<file path="config.mk">
export PLATFORM = sky130hd
export DESIGN_NAME = ori_ram_seq
export DESIGN_NICKNAME = d
export VERILOG_FILES = /design/src/rtl/ori_ram_seq.sv
export SDC_FILE = /design/constraint.sdc
export NUM_CORES = 1
export LEC_CHECK = 0
export CORE_MARGIN = 2
export CORE_UTILIZATION = 35
export CTS_BUF_LIST = sky130_fd_sc_hd__clkbuf_4
export DETAILED_ROUTE_END_ITERATION = 8
export PLACE_DENSITY = 0.67
export SETUP_SLACK_MARGIN = 0.15
export SYNTH_ARGS = -nofsm -noshare
export SYNTH_HDL_FRONTEND = slang
export SYNTH_SLANG_ARGS = --single-unit
</file>
<file path="constraint.sdc">
create_clock -name clk_i -period 1.8 [get_ports clk_i]
set_clock_uncertainty 0.15 [all_clocks]
set_input_delay 0.18 -clock clk_i [delete_from_list [all_inputs] [get_ports clk_i]]
set_output_delay 0.18 -clock clk_i [all_outputs]
set_load 0.01 [all_outputs]
</file>
<file path="src/rtl/ori_ram_seq.sv">
// ori_ram_seq: slot-based RAM access sequencer for the Orion DRAM/SRAM port.
// Time is split into SLOT_LEN-clock access slots; even slots fetch video,
// odd slots serve the CPU. The slot kind is decided on the edge that opens
// the slot (phase 0) and held until the slot ends.
// Optional macro ORI_CPU_BACKFILL_EN: an even slot with the display window
// closed and a CPU request pending is handed to the CPU instead of idling.
module ori_ram_seq #(
    parameter int unsigned SLOT_LEN = 4,
    parameter int unsigned COLS     = 48,
    parameter int unsigned ROWS     = 256
) (
    input  logic       clk_i,
    input  logic       rst_i,
    // CPU side
    input  logic       cpu_req_i,
    input  logic       cpu_we_i,
    output logic       cpu_wait_o,
    output logic       cpu_ack_o,
    output logic [7:0] cpu_rdata_o,
    // RAM / address mux side
    input  logic [7:0] ram_rdata_i,
    output logic       cke_ras_n_o,
    output logic       acc_cpu_o,
    output logic       ram_oe_o,
    output logic       ram_we_o,
    // Video side
    input  logic       vid_fetch_en_i,
    input  logic       frame_start_i,
    output logic [5:0] num_col_o,
    output logic [7:0] num_row_o,
    output logic [7:0] vid_data_o,
    output logic       vid_data_vld_o
);

    localparam int unsigned PH_W  = (SLOT_LEN > 1) ? $clog2(SLOT_LEN) : 1;
    localparam int unsigned COL_W = 6;
    localparam int unsigned ROW_W = 8;
    localparam int unsigned DAT_W = 8;

    // Last phase of a slot, and the last phase after which a write strobe
    // may still be driven (write is held in phases 1..SLOT_LEN-2).
    localparam logic [PH_W-1:0]  PH_LAST   = PH_W'(SLOT_LEN - 1);
    localparam logic [PH_W-1:0]  PH_WE_END = PH_W'(SLOT_LEN - 3);
    localparam logic [COL_W-1:0] COL_LAST  = COL_W'(COLS - 1);
    localparam logic [ROW_W-1:0] ROW_LAST  = ROW_W'(ROWS - 1);

    // Kind of access carried by the current slot
    typedef enum logic [1:0] {
        SLOT_IDLE   = 2'd0,
        SLOT_VID    = 2'd1,
        SLOT_CPU_RD = 2'd2,
        SLOT_CPU_WR = 2'd3
    } slot_e;

    // Slot state
    logic [PH_W-1:0]  r_phase;
    logic             r_odd;
    slot_e            r_slot;
    logic             r_fs_pend;

    // Registered outputs
    logic             r_cke;
    logic             r_acc_cpu;
    logic             r_oe;
    logic             r_we;
    logic             r_ack;
    logic [DAT_W-1:0] r_cpu_rdata;
    logic             r_vld;
    logic [DAT_W-1:0] r_vid_data;
    logic [COL_W-1:0] r_col;
    logic [ROW_W-1:0] r_row;

    // Next-state values
    logic             w_last;
    logic [PH_W-1:0]  w_phase_nxt;
    logic             w_odd_nxt;
    slot_e            w_slot_nxt;
    logic             w_fs_pend_nxt;
    logic             w_cke_nxt;
    logic             w_acc_cpu_nxt;
    logic             w_oe_nxt;
    logic             w_we_nxt;
    logic             w_ack_nxt;
    logic [DAT_W-1:0] w_cpu_rdata_nxt;
    logic             w_vld_nxt;
    logic [DAT_W-1:0] w_vid_data_nxt;
    logic [COL_W-1:0] w_col_nxt;
    logic [ROW_W-1:0] w_row_nxt;
    logic             w_slot_rd;

    // Next-state and next-output logic for the slot sequencer
    always_comb begin
        w_last          = (r_phase == PH_LAST);
        w_phase_nxt     = w_last ? '0 : r_phase + PH_W'(1);
        w_odd_nxt       = w_last ? ~r_odd : r_odd;
        w_slot_nxt      = r_slot;
        w_fs_pend_nxt   = r_fs_pend | frame_start_i;
        w_acc_cpu_nxt   = r_acc_cpu;
        w_cke_nxt       = 1'b0;
        w_oe_nxt        = 1'b0;
        w_we_nxt        = 1'b0;
        w_ack_nxt       = 1'b0;
        w_vld_nxt       = 1'b0;
        w_cpu_rdata_nxt = r_cpu_rdata;
        w_vid_data_nxt  = r_vid_data;
        w_col_nxt       = r_col;
        w_row_nxt       = r_row;
        w_slot_rd       = (r_slot == SLOT_VID) || (r_slot == SLOT_CPU_RD);

        // Slot boundary: choose the kind of the slot that opens now
        if (w_last) begin
            if (w_odd_nxt) begin
                w_acc_cpu_nxt = 1'b1;
                if (cpu_req_i) begin
                    w_slot_nxt = cpu_we_i ? SLOT_CPU_WR : SLOT_CPU_RD;
                end else begin
                    w_slot_nxt = SLOT_IDLE;
                end
            end else if (vid_fetch_en_i) begin
                w_acc_cpu_nxt = 1'b0;
                w_slot_nxt    = SLOT_VID;
            end else begin
`ifdef ORI_CPU_BACKFILL_EN
                if (cpu_req_i) begin
                    w_acc_cpu_nxt = 1'b1;
                    w_slot_nxt    = cpu_we_i ? SLOT_CPU_WR : SLOT_CPU_RD;
                end else begin
                    w_acc_cpu_nxt = 1'b0;
                    w_slot_nxt    = SLOT_IDLE;
                end
`else
                w_acc_cpu_nxt = 1'b0;
                w_slot_nxt    = SLOT_IDLE;
`endif
            end
            w_cke_nxt = (w_slot_nxt != SLOT_IDLE);
        end

        // Strobes for phases 1..SLOT_LEN-1 of the running slot
        if (!w_last) begin
            w_oe_nxt = w_slot_rd;
            w_we_nxt = (r_slot == SLOT_CPU_WR) && (r_phase <= PH_WE_END);
        end

        // Completion: capture read data at the end of the last phase
        if (w_last) begin
            case (r_slot)
                SLOT_CPU_RD: begin
                    w_ack_nxt       = 1'b1;
                    w_cpu_rdata_nxt = ram_rdata_i;
                end
                SLOT_CPU_WR: begin
                    w_ack_nxt = 1'b1;
                end
                SLOT_VID: begin
                    w_vld_nxt      = 1'b1;
                    w_vid_data_nxt = ram_rdata_i;
                end
                default: begin
                end
            endcase
        end

        // Video address counters move only on slot boundaries; frame start wins
        if (w_last) begin
            w_fs_pend_nxt = 1'b0;
            if (r_fs_pend || frame_start_i) begin
                w_col_nxt = '0;
                w_row_nxt = '0;
            end else if (r_slot == SLOT_VID) begin
                if (r_col == COL_LAST) begin
                    w_col_nxt = '0;
                    w_row_nxt = (r_row == ROW_LAST) ? '0 : r_row + ROW_W'(1);
                end else begin
                    w_col_nxt = r_col + COL_W'(1);
                end
            end
        end
    end

    // State and output registers with synchronous reset
    always_ff @(posedge clk_i) begin
        if (rst_i) begin
            r_phase     <= '0;
            r_odd       <= 1'b0;
            r_slot      <= SLOT_IDLE;
            r_fs_pend   <= 1'b0;
            r_cke       <= 1'b0;
            r_acc_cpu   <= 1'b0;
            r_oe        <= 1'b0;
            r_we        <= 1'b0;
            r_ack       <= 1'b0;
            r_cpu_rdata <= '0;
            r_vld       <= 1'b0;
            r_vid_data  <= '0;
            r_col       <= '0;
            r_row       <= '0;
        end else begin
            r_phase     <= w_phase_nxt;
            r_odd       <= w_odd_nxt;
            r_slot      <= w_slot_nxt;
            r_fs_pend   <= w_fs_pend_nxt;
            r_cke       <= w_cke_nxt;
            r_acc_cpu   <= w_acc_cpu_nxt;
            r_oe        <= w_oe_nxt;
            r_we        <= w_we_nxt;
            r_ack       <= w_ack_nxt;
            r_cpu_rdata <= w_cpu_rdata_nxt;
            r_vld       <= w_vld_nxt;
            r_vid_data  <= w_vid_data_nxt;
            r_col       <= w_col_nxt;
            r_row       <= w_row_nxt;
        end
    end

    // CPU stall follows the request until the completion pulse
    assign cpu_wait_o     = cpu_req_i & ~r_ack;

    assign cpu_ack_o      = r_ack;
    assign cpu_rdata_o    = r_cpu_rdata;
    assign cke_ras_n_o    = r_cke;
    assign acc_cpu_o      = r_acc_cpu;
    assign ram_oe_o       = r_oe;
    assign ram_we_o       = r_we;
    assign num_col_o      = r_col;
    assign num_row_o      = r_row;
    assign vid_data_o     = r_vid_data;
    assign vid_data_vld_o = r_vld;

endmodule

</file>
Word level (Yosys, flattened, before mapping)
Index checks and enable logic that the tools add are counted.
{ "word_totals": {"elab_cells": 58, "in_bits": 14, "regBits": 42, "output_inout_bits": 37} }
{ "op_classes": {"magnitude_cmp": 1, "muxes": 16, "n_reduce_logical": 13, "n_bitwise": 5, "n_eq_ne": 6, "add_sub_neg": 3} }
{ "op_table": {"columns": ["op", "count"], "rows": [
  ["8-bit two-way mux", 4],
  ["6-bit two-way mux", 3],
  ["8-bit by 1-bit adder with 8-bit output (second input constant)", 1],
  ["8-bit == test (second input constant)", 1],
  ["6-bit by 1-bit adder with 6-bit output (second input constant)", 1],
  ["2-bit == test (second input constant)", 3],
  ["6-bit == test (second input constant)", 1],
  ["1-bit two-way mux", 6],
  ["2-bit two-way mux", 3],
  ["2-bit AND reduction", 3],
  ["2-bit nonzero test", 3],
  ["2-bit OR reduction", 3],
  ["1-bit inverter", 3],
  ["3-bit AND reduction", 1],
  ["2-bit by 1-bit adder with 2-bit output (second input constant)", 1],
  ["2-bit by 1-bit == test with 1-bit output (second input constant)", 1],
  ["2-bit by 1-bit <= comparator with 1-bit output (second input constant)", 1],
  ["1-bit logical OR", 2],
  ["1-bit bitwise AND", 1],
  ["1-bit logical AND", 1],
  ["1-bit OR", 1]
]} }

Logic depth before layout (Yosys ltp)
Gate-level depths: netlist (run 1).
{ "depth": {"word_depth": 5, "ltp_mapped": 7} }

Worst setup path before layout (run 1)
No wires, ideal clock.
{ "synth_path": {"kind": "register -> register", "startpoint": "reg r_row[0] (netlist: num_row_o[0])", "endpoint": "reg r_row[7] (netlist: num_row_o[7])", "path_buffers": 0, "stages_incl_launch_ff": 6, "path_slack_ps": -32, "setup_ps": 74, "arrival_ps": 1607, "path_cell_list": "dfxtp_1 > ha_1 > and4_2 > a41oi_4 > or3b_1 > a31oi_1"} }
{ "synth_via": {"elab_chain_len": 5, "word_cells_on_any_way": 6} }
{ "synth_rtl": {"columns": ["item", "line", "text"], "rows": [
  ["start, declared", "71", "logic [ROW_W-1:0] r_row;"],
  ["start signal, assigned", "212", "r_row <= w_row_nxt;"],
  ["8-bit by 1-bit adder with 8-bit output / 8-bit == test (equally long branches)", "173", "w_row_nxt = (r_row == ROW_LAST) ? '0 : r_row + ROW_W'(1);"],
  ["8-bit two-way mux *", "173", null],
  ["8-bit two-way mux *", "171", "if (r_col == COL_LAST) begin"],
  ["8-bit two-way mux *", "170", "end else if (r_slot == SLOT_VID) begin"],
  ["8-bit two-way mux *", "167", "if (r_fs_pend || frame_start_i) begin"]
]} }
Every way passes the cells marked *; elsewhere a longest branch is shown, timed or not. The select of a mux whose other input is x is not followed.
A chain may end at the register's enable or synchronous reset.

Worst setup path in the final report (run 1)
{ "layout_path": {"startpoint": "reg r_row[1] (netlist: num_row_o[1])", "endpoint": "reg r_row[7] (netlist: num_row_o[7])"} }
Same word-level chain as after synthesis.

==> results by group, run 1 <==
Run status
  – Status: finished, final reports clean

Final layout
  – Nets: 287
  – Area Growth Syn to Fin: 52.2%
  – Ant. Diodes: 0
  – Final Util: 55.8%
  – Post-route cell area: 2660 µm²
  – Commonest non-fill, non-tap cell in the layout: nand2_1
  – Layout cells sized above 1: 22.8%
  – Most frequent cells in the layout: 33 x nand2_1, 26 x clkdlybuf4s50_1, 25 x dfxtp_1

STA
  – Crit path time final: 1.66 ns
  – Final Hold Fails: 0
  – Final setup vio count: 0
  – Slew @ Worst Pin: 0.329 ns
  – Slew headroom: 78.0%
  – Fin. max-slew vios: 0
  – Hold Slack: 0.232 ns
  – Fmax: 604 MHz
  – Period utilisation layout: 92.0%
  – Final setup TNS: 0 ns
  – RSZ-0062 raised after global routing: yes

Power
  – Power Dens Cells: 620 nW/µm²
  – P_leak: 1.29 nW
  – Worst-case vdd ir drop: 0.254 mV

Setup path
  – Crit Path Max Fanout: 4
  – Critical Path Start Type: register
  – CP Capture Type: register
  – Worst-path cell chain: buf_4 -> and4_2 -> and4_1 -> or3b_1 -> a31oi_1
  – Crit path max-delay family: simple AND/OR/NAND/NOR gates
  – CP Depth: 5
  – Critical Path AT: 1.79 ns
  – Crit path required time: 1.94 ns
  – Slowest CP cell: or3b_1
  – R2R setup slack: 0.14 ns
  – Slowest stage delay, CP: 0.37 ns
  – WS Path Type: reg2reg
  – Cells on worst reg2reg path: 5
  – Crit path buf inv count: 1

Route
  – Residual DRC: 0
  – Pre-antenna DRT Iters: 4
  – DRT iter0 DRCs: 50
  – Routed via count: 1611
  – Drt total wl: 4180 µm
  – DRT antenna net count: 0
  – Via/cell ratio: 4.82
  – WL per Instance: 12.5 µm

Logic synthesis
  – Cell Area, Synth: 1740 µm²
  – Seq/Total Area, Yosys: 48.2%
  – Synth unique cells: 39
  – Register bit count reported by yosys: 42
  – Mapped Nets: 222
  – Yosys warnings: 0
  – Cells after Synth: 201
  – Post-Syn Area per Cell: 8.68 µm²

Floorplan
  – Die H: 74.6 µm
  – Die area: 5560 µm²
  – Initial Util: 36.7%
  – Die W: 74.6 µm
  – Core ar.: 4750 µm²
  – # IOs: 51
  – Rows: 25

Clocking
  – Skew-Pair Late Insertion Delay: 0.36 ns
  – Clock transition at path regs: 0.12 ns
  – CTS Hold Buffers Added: 0
  – Cts bufs inserted: 5
  – Clk sinks: 42
  – TritonCTS clock tree: done
  – Clock Tree Buf Depth: 2
  – Root Driver: clkbuf_4
  – H-tree Lvls: 2

Min path
  – Worst hold stages: 3
  – Min-Delay Path Class: in2reg

Global routing
  – Total Routing Usage GR: 15.6%
  – Vias in the first global route: 1414
  – GR Overflow Total: 0
  – Largest net degree at the start of global routing: 19
  – Antenna violations before repair: 0
  – First-pass GRT wire length: 6450 µm

Place
  – DP HPWL: 3020 µm
  – Port Buffers: 50
  – Gpl congestion: 0.751
  – Placed cell area: 2410 µm²

Flow run
  – Max cap viols: 0
## Yosys cell counts (all sizes together)
master	n	share of area, %
and4b	1	0.57
a311oi	2	1.0
nor2b	2	0.72
and4	3	1.7
a31oi	3	1.1
xnor2	5	2.5
or2	1	0.36
nand2	33	7.1
a21oi	23	6.8
a32oi	1	0.50
mux2i	2	1.1
and2	1	0.36
dfxtp	42	48
nand4b	1	0.50
nor2	22	4.7
a41oi	2	2.1
nand3	11	3.2
a32o	1	0.57
inv	4	0.86
nand4	1	0.36
o21a	1	0.43
or3b	1	0.50
o21ai	5	1.4
nand2b	2	0.72
or3	3	1.4
nor3	7	2.0
clkbuf	4	0.86
buf	5	1.1
a211oi	2	0.86
o31ai	1	0.43
xor2	1	0.50
and3	1	0.43
ha	7	5.0
## worst register-to-register path, stage by stage (launching register included)
cell	delay, ns
dfxtp_2	0.34
buf_4	0.14
and4_2	0.22
and4_1	0.22
or3b_1	0.37
a31oi_1	0.15
## metal layers
metal	global-route usage [%]	vias up	wire length, µm
met3	5.69	6	177
li1	-	828	-
met1	19.6	745	1930
met4	5.95	0	66
met5	0	-	0
met2	24.3	32	2000
## cell families after synthesis
logic type	share of synthesized area [%]
xor+xnor	3.01
simple gates	24.5
flops	48.2
mux	1.15
fa+ha+maj	5.02
compound gates	15.2
buf+inv	2.87
## cell type report
class | count | area, µm²
timing repair buffer | 67 | 677
clock buffer | 6 | 45.0
sequential | 42 | 882
tap | 67 | 83.8
clock inverter | 2 | 13.8
multi-input combinational | 146 | 938
fill | 461 | 2100
inverter | 4 | 15.0
## sequential cells by signal (all words and copies together), names as in the netlist
signal          cells
cpu_rdata_o         8
num_row_o           8
vid_data_o          8
num_col_o           6
r_phase             2
r_slot              2
acc_cpu_o           1
cke_ras_n_o         1
cpu_ack_o           1
r_fs_pend           1
r_odd               1
ram_oe_o            1
ram_we_o            1
vid_data_vld_o      1
## path summary, 6_finish.rpt
check                startpoint       endpoint
hold / removal         cpu_we_i      r_slot[0]
hold reg to reg   vid_data_o[4]  vid_data_o[4]
setup / recovery   num_row_o[1]   num_row_o[7]
setup reg to reg   num_row_o[1]   num_row_o[7]
## power by group
part           total [W]  switching, W  internal [W]
registers       0.000959     0.0000175      0.000942
clock network   0.000482      0.000313      0.000169
logic           0.000204     0.0000999      0.000104
total            0.00164      0.000430       0.00121
## stage by stage
stage / worst slack (ns) / total power (W) / instances
floorplan: 0.108 / 0.00108 / 201
global placement: -0.128 / 0.00117 / 324
detailed placement: -0.143 / 0.00117 / 324
CTS: 0.144 / 0.00165 / 333
global route: 0.0349 / 0.00173 / 334
finish: 0.145 / 0.00164 / 334
## repair_timing
action,in CTS,in global routing
setup buffers,1,1
pin swaps,4,6
setup endpoints to repair,27,42
gates cloned,0,0
resized for setup,31,36
Note: power is estimated with default switching activity, not from simulation.
==> run 2, diff against run 1 <==
CAP_MARGIN = 15   (was unset)
CORE_MARGIN = 5   (was 2)
REMOVE_ABC_BUFFERS = 1   (was unset)
==> run 2 against run 1 <==
Die area increased by 17%. First-iteration DRC count rose by 82%. Critical endpoint unchanged. Register-to-register slack improved by 0.04 ns. Highest routed layer unchanged. Worst hold slack better by 0.011 ns. Largest power group unchanged. Utilization shrank 1.1 points. Fmax increased by 2.5%. Total power shrank 2.2%. Largest cell class unchanged. Cell area fell by 1.4%. Routed wire length up 3.0%.
==> results by group, run 2 (synthesis results as in run 1) <==
Setup path
  – Crit path required time: 1.93 ns (about the same)
  – Slowest CP cell: or3b_1
  – Crit path max-delay family: simple AND/OR/NAND/NOR gates
  – Crit path buf inv count: 0 (-1)
  – Crit Path Max Fanout: 3 (-1)
  – WS Path Type: reg2reg
  – Critical Path Start Type: register
  – CP Capture Type: register
  – Worst-path cell chain: ha_1 -> and4_4 -> a41oi_4 -> or3b_1 -> a31oi_1
  – Critical Path AT: 1.74 ns (-0.05 ns)
  – Slowest stage delay, CP: 0.36 ns (about the same)

Global routing
  – GRT busiest layer: met2
  – Vias in the first global route: 1503 (+6.3%)
  – GR Util met1: 17.3% (-2.3 points)
  – Largest net degree at the start of global routing: 29 (+10)
  – First-pass GRT wire length: 7060 µm (+9.4%)
  – Grt met2 use: 22.7% (-1.6 points)
  – Antenna violations before repair: 0 (unchanged)
  – GR Overflow Total: 0 (unchanged)
  – M3 GR Usage: 4.60% (-1.1 points)
  – Total Routing Usage GR: 13.8% (-1.7 points)

Route
  – Routed via count: 1617 (+0.37%)
  – Pre-antenna DRT Iters: 4 (unchanged)
  – DRT antenna net count: 0 (unchanged)
  – DRT iter0 DRCs: 91 (+82%)
  – WL per Instance: 12.8 µm (+2.4%)
  – Residual DRC: 0 (unchanged)
  – Drt total wl: 4300 µm (+3.0%)
  – Via/cell ratio: 4.81 (-0.23%)

Clocking
  – Clock Tree Buf Depth: 2 (unchanged)
  – TritonCTS clock tree: done
  – Root Driver: clkbuf_4
  – H-tree Lvls: 2 (unchanged)
  – Skew-Pair Late Insertion Delay: 0.34 ns (-0.02 ns)
  – Clock transition at path regs: 0.13 ns (about the same)
  – Clk sinks: 42 (unchanged)
  – Cts bufs inserted: 5 (unchanged)

Final layout
  – Final Util: 54.7% (-1.1 points)
  – Most frequent cells in the layout: 35 x clkdlybuf4s50_1, 33 x nand2_1, 26 x dfxtp_1
  – Area Growth Syn to Fin: 50.1%
  – Layout cells sized above 1: 21.9% (-0.91 points)
  – Ant. Diodes: 0 (unchanged)
  – Commonest non-fill, non-tap cell in the layout: clkdlybuf4s50_1
  – Nets: 289 (+0.70%)
  – FILL cells: 451 (-2.2%)
  – Post-route cell area: 2620 µm² (-1.4%)

Floorplan
  – # IOs: 51 (unchanged)
  – Die W: 80.6 µm (+8.0%)
  – Die H: 80.6 µm (+8.0%)
  – Rows: 25 (unchanged)
  – Initial Util: 36.4% (-0.24 points)
  – Die area: 6490 µm² (+17%)
  – Core ar.: 4790 µm² (+0.66%)

STA
  – Fin. max-slew vios: 0 (unchanged)
  – Period utilisation layout: 89.7% (-2.2 points)
  – Slew @ Worst Pin: 0.334 ns (+0.00535 ns)
  – Final Hold Fails: 0 (unchanged)
  – Final setup vio count: 0 (unchanged)
  – Fmax: 619 MHz (+2.5%)
  – RSZ-0062 raised after global routing: yes
  – Final setup TNS: 0 ns (unchanged)
  – Crit path time final: 1.62 ns (-0.0399 ns)
  – Slew headroom: 77.7% (-0.36 points)

Power
  – Power Dens Cells: 614 nW/µm² (-0.84%)
  – Total power: 0.00161 W (-2.2%)
  – P_leak: 1.10 nW (-15%)
  – Worst-case vdd ir drop: 0.441 mV (+74%)

Place
  – Placed cell area: 2420 µm² (+0.26%)
  – DP HPWL: 3090 µm (+2.2%)
  – Port Buffers: 50 (unchanged)
  – Gpl congestion: 0.760 (+1.2%)

Flow run
  – Max cap viols: 0 (unchanged)

Min path
  – Min-Delay Path Class: in2reg

Run status
  – Status: finished, final reports clean
[run 2: per-layer routing]
metal  vias up  wire length, µm
met5         -                0
met4         0               14
li1        836                -
met1       747             2020
met3         2              211
met2        32             2050
[run 2: area by class of cell]
| type | instances | area, µm² | share of cell area [%] |
|---|---|---|---|
| clock inverters | 3 | 16.3 | 0.621 |
| inverters | 4 | 15.0 | 0.574 |
| well taps | 67 | 83.8 | 3.20 |
| flip-flops and latches | 42 | 881 | 33.7 |
| repair buffers | 69 | 669 | 25.6 |
| multi-input cells | 146 | 915 | 34.9 |
| clock buffers | 5 | 37.5 | 1.43 |
[run 2: tightest hold or removal path: stages]
cell             delay, ns
clkdlybuf4s50_1       0.40
nand2_1               0.06
a311oi_1              0.07
[run 2: where the power goes]
| group | internal, W | total (W) | switching (W) | leakage, nW |
|---|---|---|---|---|
| sequential | 0.000941 | 0.000959 | 0.0000176 | 0.349 |
| clock | 0.000146 | 0.000449 | 0.000303 | 0.0286 |
| combinational | 0.000103 | 0.000200 | 0.0000968 | 0.721 |
| total | 0.00119 | 0.00161 | 0.000418 | 1.10 |
[run 2: through the flow]
step,hold WS [ns],setup slack (ns),cells
finish,0.243,0.185,336
floorplan,0.0991,-0.255,192
detailed placement,0.297,-0.153,326
CTS,0.238,0.150,334
global route,0.245,0.100,336
global placement,0.294,-0.135,326
[run 2: final timing paths]
kind | startpoint | to | slack [ns] | cells after the start
hold reg to reg | vid_data_o[1] | vid_data_o[1] | 0.31 | 2
setup / recovery | num_row_o[0] | num_row_o[7] | 0.18 | 5
setup reg to reg | num_row_o[0] | num_row_o[7] | 0.18 | 5
hold / removal | cpu_we_i | r_slot[0] | 0.24 | 3
[run 2: what timing repair did]
action / in CTS / in global routing
endpoints found under the setup margin: 34 / 28
resized for setup: 27 / 29
pin swaps: 1 / 5
hold buffers: 0 / 0
setup buffers: 0 / 2
